<file path="src/rtl/tusca_recepcao_config_pkg.sv">
// -----------------------------------------------------------------------------
// tusca_recepcao_config_pkg
//   Constants and helpers that describe the TUSCA configuration frame. The PC
//   side tooling builds frames from the same values, so they live here.
//   Frame: CAB_CONFIG, INT_H, INT_L, LIMIAR, CHK
//   CHK  : CAB_CONFIG ^ INT_H ^ INT_L ^ LIMIAR (8-bit XOR)
// -----------------------------------------------------------------------------
package tusca_recepcao_config_pkg;

    // State codes, also exported on db_estado.
    localparam logic [3:0] ST_OCIOSO     = 4'd0;
    localparam logic [3:0] ST_ESP_CAB    = 4'd1;
    localparam logic [3:0] ST_ESP_INT_H  = 4'd2;
    localparam logic [3:0] ST_ESP_INT_L  = 4'd3;
    localparam logic [3:0] ST_ESP_LIMIAR = 4'd4;
    localparam logic [3:0] ST_ESP_CHK    = 4'd5;
    localparam logic [3:0] ST_VALIDA     = 4'd6;
    localparam logic [3:0] ST_ATUALIZA   = 4'd7;
    localparam logic [3:0] ST_ERRO       = 4'd8;

    typedef enum logic [3:0] {
        OCIOSO     = ST_OCIOSO,
        ESP_CAB    = ST_ESP_CAB,
        ESP_INT_H  = ST_ESP_INT_H,
        ESP_INT_L  = ST_ESP_INT_L,
        ESP_LIMIAR = ST_ESP_LIMIAR,
        ESP_CHK    = ST_ESP_CHK,
        VALIDA     = ST_VALIDA,
        ATUALIZA   = ST_ATUALIZA,
        ERRO       = ST_ERRO
    } estado_t;

    localparam logic [7:0] CAB_CONFIG = 8'h43;
    localparam int         TAM_QUADRO = 5;

    // One collection state per frame byte, starting at the header state.
    localparam logic [3:0] ST_ULTIMO_BYTE = 4'(ST_ESP_CAB + TAM_QUADRO - 1);

    function automatic logic [7:0] calc_chk(input logic [7:0] int_h,
                                            input logic [7:0] int_l,
                                            input logic [7:0] limiar);
        return CAB_CONFIG ^ int_h ^ int_l ^ limiar;
    endfunction

    // True while the FSM is collecting frame bytes.
    function automatic logic em_coleta(input estado_t e);
        return (e >= ST_ESP_CAB) && (e <= ST_ULTIMO_BYTE);
    endfunction

endpackage

</file>
<file path="src/rtl/tusca_contador_timeout.sv">
// -----------------------------------------------------------------------------
// tusca_contador_timeout
//   Inter-byte timeout counter. Saturates at LIMITE-1 instead of wrapping so
//   a stuck terminal count cannot silently roll back to zero.
// Ports
//   clock      in  1  system clock
//   reset_n    in  1  asynchronous active-low reset
//   limpar     in  1  synchronous clear (priority over habilitar)
//   habilitar  in  1  count enable
//   fim        out 1  count has reached LIMITE-1
// -----------------------------------------------------------------------------
module tusca_contador_timeout #(
    parameter int LIMITE = 50_000_000
) (
    input  logic clock,
    input  logic reset_n,
    input  logic limpar,
    input  logic habilitar,
    output logic fim
);

    localparam int             W        = (LIMITE > 1) ? $clog2(LIMITE) : 1;
    localparam logic [W-1:0]   TERMINAL = W'(LIMITE - 1);

    logic [W-1:0] contagem;

    // NOTE: sequential state is written with non-blocking assignments only, so
    // every flop samples the values from before the clock edge.
    always_ff @(posedge clock or negedge reset_n) begin
        if (!reset_n) begin
            contagem <= '0;
        end else if (limpar) begin
            contagem <= '0;
        end else if (habilitar && (contagem != TERMINAL)) begin
            contagem <= contagem + W'(1);
        end
    end

    assign fim = (contagem == TERMINAL);

endmodule

</file>
<file path="src/rtl/tusca_recepcao_config.sv">
// -----------------------------------------------------------------------------
// tusca_recepcao_config
//   Responder for the receber_config / pronto_config handshake. On a start
//   pulse it collects one configuration frame from the UART byte stream,
//   validates it and commits interval and threshold. Every started transaction
//   ends with exactly one pronto_config pulse (with erro_config on failure),
//   unless it is cancelled.
// Ports
//   clock           in  1   system clock, rising edge
//   reset_n         in  1   asynchronous active-low reset
//   receber_config  in  1   start request (honoured only when idle)
//   cancelar        in  1   abort collection / validation
//   dado_rx         in  8   received byte, valid with pronto_rx
//   pronto_rx       in  1   byte strobe
//   pronto_config   out 1   transaction finished
//   erro_config     out 1   transaction failed (with pronto_config)
//   intervalo       out 16  committed measurement interval
//   limiar_temp     out 8   committed temperature threshold
//   recebendo       out 1   frame collection in progress
//   db_estado       out 4   current state code
// -----------------------------------------------------------------------------
module tusca_recepcao_config
    import tusca_recepcao_config_pkg::*;
#(
    parameter int          TIMEOUT_CICLOS  = 50_000_000,
    parameter logic [15:0] INTERVALO_RESET = 16'd2000,
    parameter logic [7:0]  LIMIAR_RESET    = 8'd30
) (
    input  logic        clock,
    input  logic        reset_n,
    input  logic        receber_config,
    input  logic        cancelar,
    input  logic [7:0]  dado_rx,
    input  logic        pronto_rx,
    output logic        pronto_config,
    output logic        erro_config,
    output logic [15:0] intervalo,
    output logic [7:0]  limiar_temp,
    output logic        recebendo,
    output logic [3:0]  db_estado
);

    estado_t    estado, estado_prox;
    logic [7:0] sh_int_h, sh_int_l, sh_limiar, sh_chk;
    logic       coletando;
    logic       byte_aceito;
    logic       fim_timeout;
    logic       limpa_timeout;
    logic       quadro_ok;

    assign coletando   = em_coleta(estado);
    // Cancel wins over a simultaneous byte.
    assign byte_aceito = coletando && pronto_rx && !cancelar;
    assign quadro_ok   = (calc_chk(sh_int_h, sh_int_l, sh_limiar) == sh_chk) &&
                         ({sh_int_h, sh_int_l} != 16'h0000);

    // Any strobe in a collection state restarts the window, including a
    // discarded non-header byte while resynchronising.
    assign limpa_timeout = ((estado == OCIOSO) && receber_config) ||
                           (coletando && pronto_rx);

    tusca_contador_timeout #(
        .LIMITE (TIMEOUT_CICLOS)
    ) u_timeout (
        .clock     (clock),
        .reset_n   (reset_n),
        .limpar    (limpa_timeout),
        .habilitar (coletando),
        .fim       (fim_timeout)
    );

    // NOTE: every signal driven in always_comb gets a default first, so no
    // path through the case statement can infer a latch.
    always_comb begin
        estado_prox = estado;
        case (estado)
            OCIOSO: begin
                if (receber_config) estado_prox = ESP_CAB;
            end
            ESP_CAB, ESP_INT_H, ESP_INT_L, ESP_LIMIAR, ESP_CHK: begin
                if (cancelar) begin
                    estado_prox = OCIOSO;
                end else if (pronto_rx) begin
                    unique case (estado)
                        ESP_CAB:    estado_prox = (dado_rx == CAB_CONFIG) ? ESP_INT_H : ESP_CAB;
                        ESP_INT_H:  estado_prox = ESP_INT_L;
                        ESP_INT_L:  estado_prox = ESP_LIMIAR;
                        ESP_LIMIAR: estado_prox = ESP_CHK;
                        default:    estado_prox = VALIDA;
                    endcase
                end else if (fim_timeout) begin
                    estado_prox = ERRO;
                end
            end
            VALIDA: begin
                if (cancelar)       estado_prox = OCIOSO;
                else if (quadro_ok) estado_prox = ATUALIZA;
                else                estado_prox = ERRO;
            end
            ATUALIZA, ERRO: estado_prox = OCIOSO;
            default:        estado_prox = OCIOSO;
        endcase
    end

    // Outputs are decoded from the next state and registered, so they change
    // in the same cycle as the state register and never glitch.
    always_ff @(posedge clock or negedge reset_n) begin
        if (!reset_n) begin
            estado        <= OCIOSO;
            sh_int_h      <= '0;
            sh_int_l      <= '0;
            sh_limiar     <= '0;
            sh_chk        <= '0;
            intervalo     <= INTERVALO_RESET;
            limiar_temp   <= LIMIAR_RESET;
            pronto_config <= 1'b0;
            erro_config   <= 1'b0;
            recebendo     <= 1'b0;
            db_estado     <= ST_OCIOSO;
        end else begin
            estado        <= estado_prox;
            pronto_config <= (estado_prox == ATUALIZA) || (estado_prox == ERRO);
            erro_config   <= (estado_prox == ERRO);
            recebendo     <= em_coleta(estado_prox);
            db_estado     <= estado_prox;

            if (byte_aceito) begin
                case (estado)
                    ESP_INT_H:  sh_int_h  <= dado_rx;
                    ESP_INT_L:  sh_int_l  <= dado_rx;
                    ESP_LIMIAR: sh_limiar <= dado_rx;
                    ESP_CHK:    sh_chk    <= dado_rx;
                    default:    ;
                endcase
            end

            // Commit on entry to ATUALIZA so the new values are already
            // visible while pronto_config is high.
            if (estado_prox == ATUALIZA) begin
                intervalo   <= {sh_int_h, sh_int_l};
                limiar_temp <= sh_limiar;
            end
        end
    end

endmodule

</file>
<file path="config.mk">
export PLATFORM = sky130hd
export DESIGN_NAME = tusca_recepcao_config
export DESIGN_NICKNAME = d
export VERILOG_FILES = /design/src/rtl/tusca_recepcao_config_pkg.sv /design/src/rtl/tusca_contador_timeout.sv /design/src/rtl/tusca_recepcao_config.sv
export SDC_FILE = /design/constraint.sdc
export NUM_CORES = 1
export LEC_CHECK = 0
export CAP_MARGIN = 5
export CELL_PAD_IN_SITES_DETAIL_PLACEMENT = 0
export CELL_PAD_IN_SITES_GLOBAL_PLACEMENT = 1
export CORE_MARGIN = 2
export CORE_UTILIZATION = 32
export DETAILED_ROUTE_END_ITERATION = 12
export GPL_TIMING_DRIVEN = 0
export HOLD_SLACK_MARGIN = 0.08
export PLACE_DENSITY_LB_ADDON = 0.1
export SETUP_SLACK_MARGIN = 0.4
export SYNTH_ARGS = -nofsm -noshare
export SYNTH_HDL_FRONTEND = slang
export SYNTH_HIERARCHICAL = 1
export SYNTH_SLANG_ARGS = --single-unit
</file>
<file path="constraint.sdc">
create_clock -name clock -period 4.5 [get_ports clock]
set_input_delay 0.675 -clock clock [delete_from_list [all_inputs] [get_ports clock]]
set_output_delay 0.675 -clock clock [all_outputs]
set_load 0.02 [all_outputs]
</file>
==> run metrics, run 1 <==
outcome=complete, no violations; Clk pin slew, worst setup/hold paths=70 ps; Inserted Clock Buffers=9; largest net degree at the start of global routing=61; Cell Area, Synth=4350 um2; crit path max-delay cell type=nor4_1; crit path cell chain=ha_1, nand4_2, or3_4, nor4_1, nand2b_1, a22o_1, and2b_2, buf_12, mux2_4; fraction of layout cells with a size suffix above 1=23.8%; grt peak-use layer=met1; Netlist cell types=54; GR Layer Usage met1=23.4%; DR WL/cell=17.1 um; CP endpoint kind=flip-flop; number of port buffers=42; Post-synth EDFFs=0; Min-Delay Path Class=in2async; Max Cap Viol=0; Most used DFF post-synth=dfrtp_1; PD cells=515 nW/um2; CTS Hold Bufs=0; vias in the first global route=3123; vias=3014; reg2reg path depth=9; FMAX=323 MHz; final worst-path cycle share=68.7%; worst reg2reg startpoint=u_timeout/contagem[0]; Worst Skew=8.70 ps; dpl hpwl=7210 um; Slew Limit Fails=0; async set-reset flop share out of synthesis=100%; initial antenna violation count=0; Worst R2R End=sh_chk[2]; global-route usage over all layers=15.5%; sequential cell area=2240 um2; maximum root-to-sink buffer count=2; Final min period=3090 ps; Mapped Cells=366; Post-CTS Setup Inserts=0; Multi-input gate area=2000 um2; Worst-Margin Slew=881 ps; # resized after CTS=0; reg-to-reg slack, setup=1410 ps; Congestion Overflow GR=0; GP Congestion=0.773; Req. time, crit path=4720 ps; clock share of power=26.6%; register bit total from synthesis=89; WHS=272 ps; worst setup path class=reg2reg; number of H-tree levels=3; ANT cells=0; clk_lat worst skew=340 ps; Layout Cells excl Fill=601; DP Cell Count=585; Int Power=0.00178 W; Slew headroom=40.8%; TritonCTS clock tree=done; Arr. time, crit path=3320 ps; vias per inst=5.01; first-pass iteration count of the detailed router=4; RSZ-0062 raised after global routing=false; largest fanout on the critical path=9; Fillers=1292; Die Width=121 um; Detailed Route Iter0 Violations=203; CP Launch Type=flip-flop; Layout area overhead=21.9%; Leakage=2.28 nW; Core Util, Final=40.0%; Psw=0.000950 W; row cnt=42; Yosys warning total=6; Post-route DRC=0; part of the power in registers=39.9%; Initial Util=32.8%; worst vdd ir=0.200 mV; WL final=10300 um; # clock sinks=89; core region area=13200 um2; register area share after synthesis=51.5%; Gate power share=33.4%; post-route ant nets=0; Syn Nets=380; num ports=44; Die Y=121 um; root buf cell=clkbuf_16; first-pass GRT wire length=17300 um; synthesized area per cell=11.9 um2; delay of the slowest cell on the worst path=710 ps; Die ar.=14500 um2; final net count=434; met3 usage=4.20%; Setup-failing EPs final=0; Worst Setup SP=u_timeout/contagem[0]; Final Hold Viols=0; M2 GR Usage=22.0%; switching share of power=34.8%
## per-layer routing
layer,up-vias,part of all wire [%],wire [um]
li1,1438,-,-
met2,44,44,4470
met4,0,0.75,77
met1,1526,52,5390
met5,-,0,0
met3,6,3.3,336
## through the flow
stage	TNS, ps	instance area [um2]	worst slack [ps]	total power (W)
after floorplan	0	4350	1940	0.00175
after global placement	-59820	4990	-762	0.00202
after detailed placement	0	5010	1110	0.00203
after CTS	0	5300	1400	0.00278
after global routing	0	5300	1190	0.00291
final	0	5300	1410	0.00273
## power by group through the flow
stage / clock network [W] / logic (W) / registers [W]
final: 0.000727 / 0.000913 / 0.00109
after detailed placement: 0 / 0.000921 / 0.00111
after global placement: 0 / 0.000913 / 0.00111
after CTS: 0.000758 / 0.000926 / 0.00109
after global routing: 0.000788 / 0.00101 / 0.00111
after floorplan: 0 / 0.000670 / 0.00108
## worst max-delay path by stage
stage / slack, ps / depth (start not counted) / end
6_report: 1410 / 9 / sh_chk[2]
3_5_place_dp: 1110 / 6 / intervalo[11]
4_1_cts: 1400 / 9 / sh_chk[2]
3_3_place_gp: -760 / 1 / u_timeout/contagem[0]
2_1_floorplan: 1940 / 9 / sh_chk[0]
5_1_grt: 1190 / 9 / recebendo
## cells in the final DEF, fill, tap and decap left out, types with 3 or more instances in the layout
| cell | n |
|---|---|
| xnor2_1 | 18 |
| clkbuf_16 | 9 |
| o21ai_0 | 6 |
| xor2_1 | 21 |
| nor3_1 | 12 |
| nor4_1 | 8 |
| or4_1 | 4 |
| buf_6 | 3 |
| clkinv_4 | 3 |
| or3_1 | 7 |
| dfstp_2 | 10 |
| nand2b_1 | 3 |
| and3_1 | 6 |
| nor2_1 | 31 |
| nand4_1 | 16 |
| mux2_4 | 8 |
| a21oi_1 | 10 |
| clkdlybuf4s50_1 | 41 |
| nand2_1 | 11 |
| nand3_1 | 11 |
| mux2_2 | 48 |
| o31ai_1 | 3 |
| dfrtp_1 | 79 |
| buf_2 | 3 |
| inv_1 | 5 |
| clkbuf_1 | 3 |
| nor2b_1 | 6 |
## worst max-delay path: cells and delay by family (launching register included)
kind,cells,cell delay (ps)
mux,1,290
simple gates,5,1720
flops,1,380
fa+ha+maj,1,250
compound gates,1,180
buf+inv,1,150
## sequential cells by signal, summed over array words and instances, names as in the netlist
name and flops:
u_timeout/contagem 26, intervalo 16, limiar_temp 8, sh_chk 8
sh_int_h 8, sh_int_l 8, sh_limiar 8, estado 4
erro_config 1, pronto_config 1, recebendo 1
## layout make-up
cell class | instances | share of cell area [%]
buffer | 12 | 1.72
clock buffer | 10 | 4.51
clock inverter | 6 | 0.920
inverter | 5 | 0.354
multi-input combinational | 260 | 37.7
sequential | 89 | 42.2
tap | 176 | 4.15
timing repair buffer | 43 | 8.40
## synth_stat cells, drive strengths merged, types with 7 or more instances
master  instances  area (um2)
nand3          11        55.1
xor2           21         184
nor4            9        71.3
a21oi          10        50.1
nand2          12        47.6
or3             8        55.1
dfstp          10         263
mux2           58         683
nor3           12        60.1
buf             9        80.1
o21ai           7        35.0
nor2           32         123
nand4          17         113
xnor2          18         158
dfrtp          79        1980
## cells by family after synthesis
group,after synthesis,synth area share [%]
adder cells (fa/ha/maj),1,0.288
AND/OR/NAND/NOR,130,16.8
AO/OA/AOI/OAI,31,5.09
flip-flops,89,51.5
multiplexers,59,15.9
buffers and inverters,17,2.53
XOR/XNOR,39,7.86
Note: power is estimated with default switching activity, not from simulation.
==> run 2, diff against run 1 <==
clock period = 2.5 ns   (was 4.5 ns; I/O delays follow)
==> run 2 against run 1 <==
  * Combinational power increased by 150%
  * Sequential cell count unchanged
  * Clock skew decreased by 1.1 ps
  * Non-clock buffer count increased by 42
  * Utilization increased by 7.0 points
  * Highest routed layer unchanged
  * Worst hold slack improved by 230 ps
==> run metrics, run 2 (same netlist as run 1, synthesis figures left out) <==
outcome=complete, no violations (unchanged); Final min period=2390 ps; largest fanout on the critical path=9 (unchanged); core region area=13200 um2 (unchanged); Final Hold Viols=0 (unchanged); DR WL met2=4930 um (was 4470 um); Worst-Margin Slew=652 ps (was 881 ps); number of H-tree levels=3 (unchanged); FMAX=419 MHz; maximum root-to-sink buffer count=2 (unchanged); commonest cells after routing, fill and taps aside=dfrtp_1, clkdlybuf4s50_1, mux2_4 (was dfrtp_1, mux2_2, clkdlybuf4s50_1); Setup TNS=0 ps (unchanged); ANT cells=0 (unchanged); WL final=11200 um (was 10300 um); # clock sinks=89 (unchanged); Max Used Layer=met4 (unchanged); first-pass GRT wire length=18100 um (was 17300 um); Tot Pwr=0.00564 W (was 0.00273 W); worst vdd ir=0.622 mV (was 0.200 mV); final net count=476 (was 434); Min-Delay Path Class=in2async (unchanged); worst setup path class=in2reg (was reg2reg); CP endpoint kind=flip-flop (unchanged); first-pass iteration count of the detailed router=5 (was 4); Arr. time, crit path=2620 ps (was 3320 ps); vias=3221 (was 3014); Slew Limit Fails=0 (unchanged); Layout area overhead=43.1% (was 21.9%); CP Launch Type=input port (was flip-flop); Core Util, Final=47.0% (was 40.0%); number of port buffers=42 (unchanged); most common cell after layout, fill and taps aside=dfrtp_1 (unchanged); clk_lat worst skew=350 ps (was 340 ps); wire length on met3=441 um (was 336 um); PD cells=906 nW/um2 (was 515 nW/um2); root buf cell=clkbuf_16 (unchanged); routed length on met1=5660 um (was 5390 um); Leakage=2.70 nW (was 2.28 nW); Req. time, crit path=2730 ps (was 4720 ps); fraction of layout cells with a size suffix above 1=42.6% (was 23.8%); GP Congestion=0.787 (was 0.773); Max Cap Viol=0 (unchanged); RSZ-0062 raised after global routing=true (was false); Die Y=121 um (unchanged); DR WL/cell=17.4 um (was 17.1 um); Inserted Clock Buffers=9 (unchanged); Post-Place Cell Area=5060 um2 (was 5010 um2); Setup-failing EPs final=0 (unchanged); row cnt=42 (unchanged); Initial Util=32.8% (unchanged); Top Registers=u_timeout/contagem: 26 flops, intervalo: 16 flops (unchanged); Die ar.=14500 um2 (unchanged); Worst Skew=7.61 ps (was 8.70 ps); global-route usage over all layers=16.4% (was 15.5%); initial antenna violation count=0 (unchanged); max reg flops=26 (unchanged); Slew headroom=56.4% (was 40.8%); num ports=44 (unchanged); vias in the first global route=3261 (was 3123); Post-route DRC=0 (unchanged); Clk pin slew, worst setup/hold paths=60 ps (was 70 ps); Final Cell Area=6220 um2 (was 5300 um2); TritonCTS clock tree=done (unchanged); Setup WS pre-CTS=-372 ps (was 1110 ps); dpl hpwl=7240 um (was 7210 um); vias per inst=5.01 (about the same); Detailed Route Iter0 Violations=153 (was 203); reg2reg path depth=8 (was 9); post-route ant nets=0 (unchanged); Top reg by flops=u_timeout/contagem (unchanged); setup ws final=111 ps (was 1410 ps); Die Width=121 um (unchanged); largest net degree at the start of global routing=63 (was 61); Congestion Overflow GR=0 (unchanged); final worst-path cycle share=95.5%
-- run 2: cell types whose count changed in the layout (fill, tap and decap cells not counted), sizes merged --
cell | before | now
clkinv | 4 | 2
clkinvlp | 0 | 2
buf | 11 | 51
bufinv | 0 | 1
dlygate4sd3 | 0 | 1
-- run 2: critical path, cell delays in order --
cell and delay [ps]:
clkdlybuf4s50_1 540, or4b_4 560, o311ai_2 270, o2111a_1 250
and2b_2 180, buf_12 150, mux2_4 300
-- run 2: layer usage --
layer | vias to the layer above | GRT usage, %
li1 | 1509 | -
met3 | 11 | 5.00
met5 | - | 0
met2 | 66 | 23.3
met1 | 1635 | 24.0
met4 | 0 | 4.36
-- run 2: path summary, 6_finish.rpt --
check	from	endpoint	slack, ps
worst min register to register	limiar_temp[5]	limiar_temp[5]	510
worst max register to register	u_timeout/contagem[7]	sh_chk[3]	130
worst min-delay path	reset_n	sh_limiar[1]	500
min in group clock	limiar_temp[5]	limiar_temp[5]	510
worst max-delay path	dado_rx[7]	sh_chk[3]	110
max in group asynchronous	reset_n	intervalo[6]	1310
-- run 2: final cells by class --
type | count | area (um2)
buffer | 12 | 128
clock buffer | 9 | 225
clock inverter | 7 | 76.3
fill | 1263 | 7020
inverter | 5 | 18.8
multi-input combinational | 260 | 2420
sequential | 89 | 2250
tap | 176 | 220
timing repair buffer | 85 | 886
-- run 2: report_power, final --
part / internal [W] / switching (W) / total, W
logic: 0.00118 / 0.00109 / 0.00227
registers: 0.00171 / 0.000280 / 0.00199
clock network: 0.000782 / 0.000599 / 0.00138
-- run 2: repair_timing --
action	CTS	global route
setup buffers	23	15
pin swaps	26	31
hold endpoints to repair	26	0
endpoints found under the setup margin	65	64
resized for setup	46	69
gates cloned	3	0
hold buffers	1	0
-- run 2: stage by stage --
step	hold slack, ps	instances
floorplan	79.4	366
global placement	492	584
detailed placement	344	585
CTS	513	628
global route	531	643
finish	502	643
==> run 3, diff against run 2 <==
clock period = 2.3 ns   (was 2.5 ns; I/O delays follow)
==> run 3 against run 2 <==
  * The run now ends with negative setup slack left
  * Total power grew 15%
  * Critical path depth up 1
  * Clock skew rose by 3.3 ps
  * Cell area up 3.3%
  * Global-route usage grew 0.40 points
  * Count of clock-buffer cells in the layout up 2
  * Worst hold slack worse by 50 ps
  * Utilization is 1.5 points higher
  * Final cell count rose by 2.0%
  * Non-clock buffer count grew 13
  * Register-to-register slack worse by 260 ps
  * First-iteration DRC count increased by 34%
  * Largest power group unchanged
==> run metrics, run 3 (same netlist as run 1, synthesis figures left out) <==
outcome=complete, but fails checks (was complete, no violations); failing checks=negative setup slack; num ports=44 (unchanged); commonest cells after routing, fill and taps aside=dfrtp_1, mux2_4, clkdlybuf4s50_1 (was dfrtp_1, clkdlybuf4s50_1, mux2_4); Detailed Route Iter0 Violations=205 (was 153); DR WL/cell=17.4 um (about the same); RSZ-0062 raised after global routing=true (unchanged); maximum root-to-sink buffer count=2 (unchanged); Multi-input gate area=2480 um2 (was 2420 um2); setup ws final=-133 ps (was 111 ps); number of H-tree levels=3 (unchanged); final net count=489 (was 476); most common cell after layout, fill and taps aside=dfrtp_1 (unchanged); Fillers=1233 (was 1263); max reg flops=26 (unchanged); worst setup path class=reg2reg (was in2reg); CP endpoint kind=flip-flop (unchanged); core region area=13200 um2 (unchanged); Req. time, crit path=2540 ps (was 2730 ps); vias in the first global route=3273 (was 3261); vias=3280 (was 3221); part of the power in registers=33.1% (was 35.3%); Layout Cells excl Fill=656 (was 643); Top reg by flops=u_timeout/contagem (unchanged); Clk pin slew, worst setup/hold paths=70 ps (was 60 ps); Int Power=0.00430 W (was 0.00367 W); Leakage=2.80 nW (was 2.70 nW); Final Hold Viols=0 (unchanged); Inserted Clock Buffers=9 (unchanged); vias per inst=5.00 (was 5.01); reg2reg path depth=8 (unchanged); largest net degree at the start of global routing=65 (was 63); dpl hpwl=7180 um (was 7240 um); Arr. time, crit path=2670 ps (was 2620 ps); crit path cell chain=nor4b_2, nand4_1, nor4_4, nand2b_1, a22o_1, and2b_2, buf_12, mux2_4 (was clkdlybuf4s50_1, or4b_4, o311ai_2, o2111a_1, and2b_2, buf_12, mux2_4); Die Y=121 um (unchanged); number of port buffers=42 (unchanged); delay of the slowest cell on the worst path=430 ps (was 560 ps); Layout area overhead=47.8% (was 43.1%); global-route usage over all layers=16.8% (was 16.4%); worst vdd ir=0.525 mV (was 0.622 mV); crit path max-delay cell type=dfrtp_2 (was or4b_4); first-pass iteration count of the detailed router=4 (was 5); switching share of power=33.9% (was 34.9%); Worst-Margin Slew=566 ps (was 652 ps); WL final=11400 um (was 11200 um); FMAX=411 MHz; PD cells=1010 nW/um2 (was 906 nW/um2); Setup-failing EPs final=9 (was 0); Initial Util=32.8% (unchanged); fraction of layout cells with a size suffix above 1=44.2% (was 42.6%); Setup WS pre-CTS=-522 ps (was -372 ps); Psw=0.00220 W (was 0.00197 W); root buf cell=clkbuf_16 (unchanged); Die Width=121 um (unchanged); Worst Skew=10.9 ps (was 7.61 ps); post-route ant nets=0 (unchanged); Post-route DRC=0 (unchanged); initial antenna violation count=0 (unchanged); Max Cap Viol=0 (unchanged); Congestion Overflow GR=0 (unchanged); Min-Delay Path Class=in2async (unchanged); first-pass GRT wire length=18500 um (was 18100 um); CP Launch Type=flip-flop (was input port); ANT cells=0 (unchanged); row cnt=42 (unchanged); TritonCTS clock tree=done (unchanged); clock share of power=24.4% (was 24.5%); DP Cell Count=585 (unchanged); GP Congestion=0.790 (was 0.787); Die ar.=14500 um2 (unchanged); Core Util, Final=48.5% (was 47.0%); Final min period=2430 ps; final worst-path cycle share=106%; largest fanout on the critical path=9 (unchanged); Top Registers=u_timeout/contagem: 26 flops, intervalo: 16 flops (unchanged); clk_lat worst skew=350 ps (about the same); # clock sinks=89 (unchanged); Gate power share=42.6% (was 40.2%); Slew headroom=62.1% (was 56.4%); sequential cell area=2250 um2 (unchanged); Slew Limit Fails=0 (unchanged)
==> run 3: cell count changes in the layout (fill, tap and decap cells not counted), moves of 3 or more <==
| cell | change |
|---|---|
| a21oi_1 | +5 |
| a21oi_2 | -5 |
| buf_4 | +7 |
| buf_6 | +9 |
| mux2_2 | -11 |
| mux2_4 | +11 |
| xor2_1 | +3 |
| xor2_2 | -3 |
==> run 3: routing by layer <==
metal	up-vias	share of wire, %	track usage [%]
li1	1551	-	-
met1	1653	52	25.5
met2	61	43	23.0
met3	15	3.1	3.58
met4	0	1.9	6.47
met5	-	0	0
==> run 3: what timing repair did <==
item	4_1_cts	5_1_grt
buffers inserted	33	18
resized for setup	58	56
hold buffers	1	0
hold endpoints to repair	23	0
setup endpoints to repair	66	81
pin swaps	18	33
gates cloned	3	0
==> run 3: final cells by class <==
| type | count | share of cell area [%] |
|---|---|---|
| plain buffers | 12 | 2.24 |
| clock buffers | 11 | 3.93 |
| clock inverters | 5 | 1.05 |
| inverters | 5 | 0.292 |
| multi-input cells | 260 | 38.5 |
| flip-flops and latches | 89 | 35.0 |
| well taps | 176 | 3.43 |
| repair buffers | 98 | 15.5 |
==> run 3: metrics by stage <==
stage / hold slack, ps / power [W] / setup TNS (ps) / cell area (um2)
6_report: 451 / 0.00650 / -1040 / 6430
3_5_place_dp: 296 / 0.00400 / -13220 / 5160
3_3_place_gp: 496 / 0.00398 / -234330 / 5140
2_1_floorplan: 49.4 / 0.00347 / 0 / 4500
5_1_grt: 477 / 0.00690 / -1520 / 6430
4_1_cts: 459 / 0.00625 / -1680 / 6070
==> run 3: worst paths after layout <==
kind | start | to | slack, ps
worst min-delay path | reset_n | sh_chk[3] | 450
worst max register to register | u_timeout/contagem[7] | sh_chk[1] | -130
min in group clock | intervalo[5] | intervalo[5] | 510
worst min register to register | intervalo[5] | intervalo[5] | 510
max in group asynchronous | reset_n | intervalo[9] | 1160
worst max-delay path | u_timeout/contagem[7] | sh_chk[1] | -130
==> run 3: worst max-delay path: cells and delay by family (launching register included) <==
family          cells  cell delay, ps
mux                 1             290
compound gates      1             160
flops               1             430
buf+inv             1             150
simple gates        5            1280
==> run 3: power groups by stage <==
stage          sequential (W)  clock (W)  combinational (W)
5_1_grt               0.00220    0.00170            0.00300
3_3_place_gp          0.00217          0            0.00181
4_1_cts               0.00213    0.00163            0.00249
3_5_place_dp          0.00218          0            0.00183
2_1_floorplan         0.00213          0            0.00134
6_report              0.00215    0.00159            0.00277
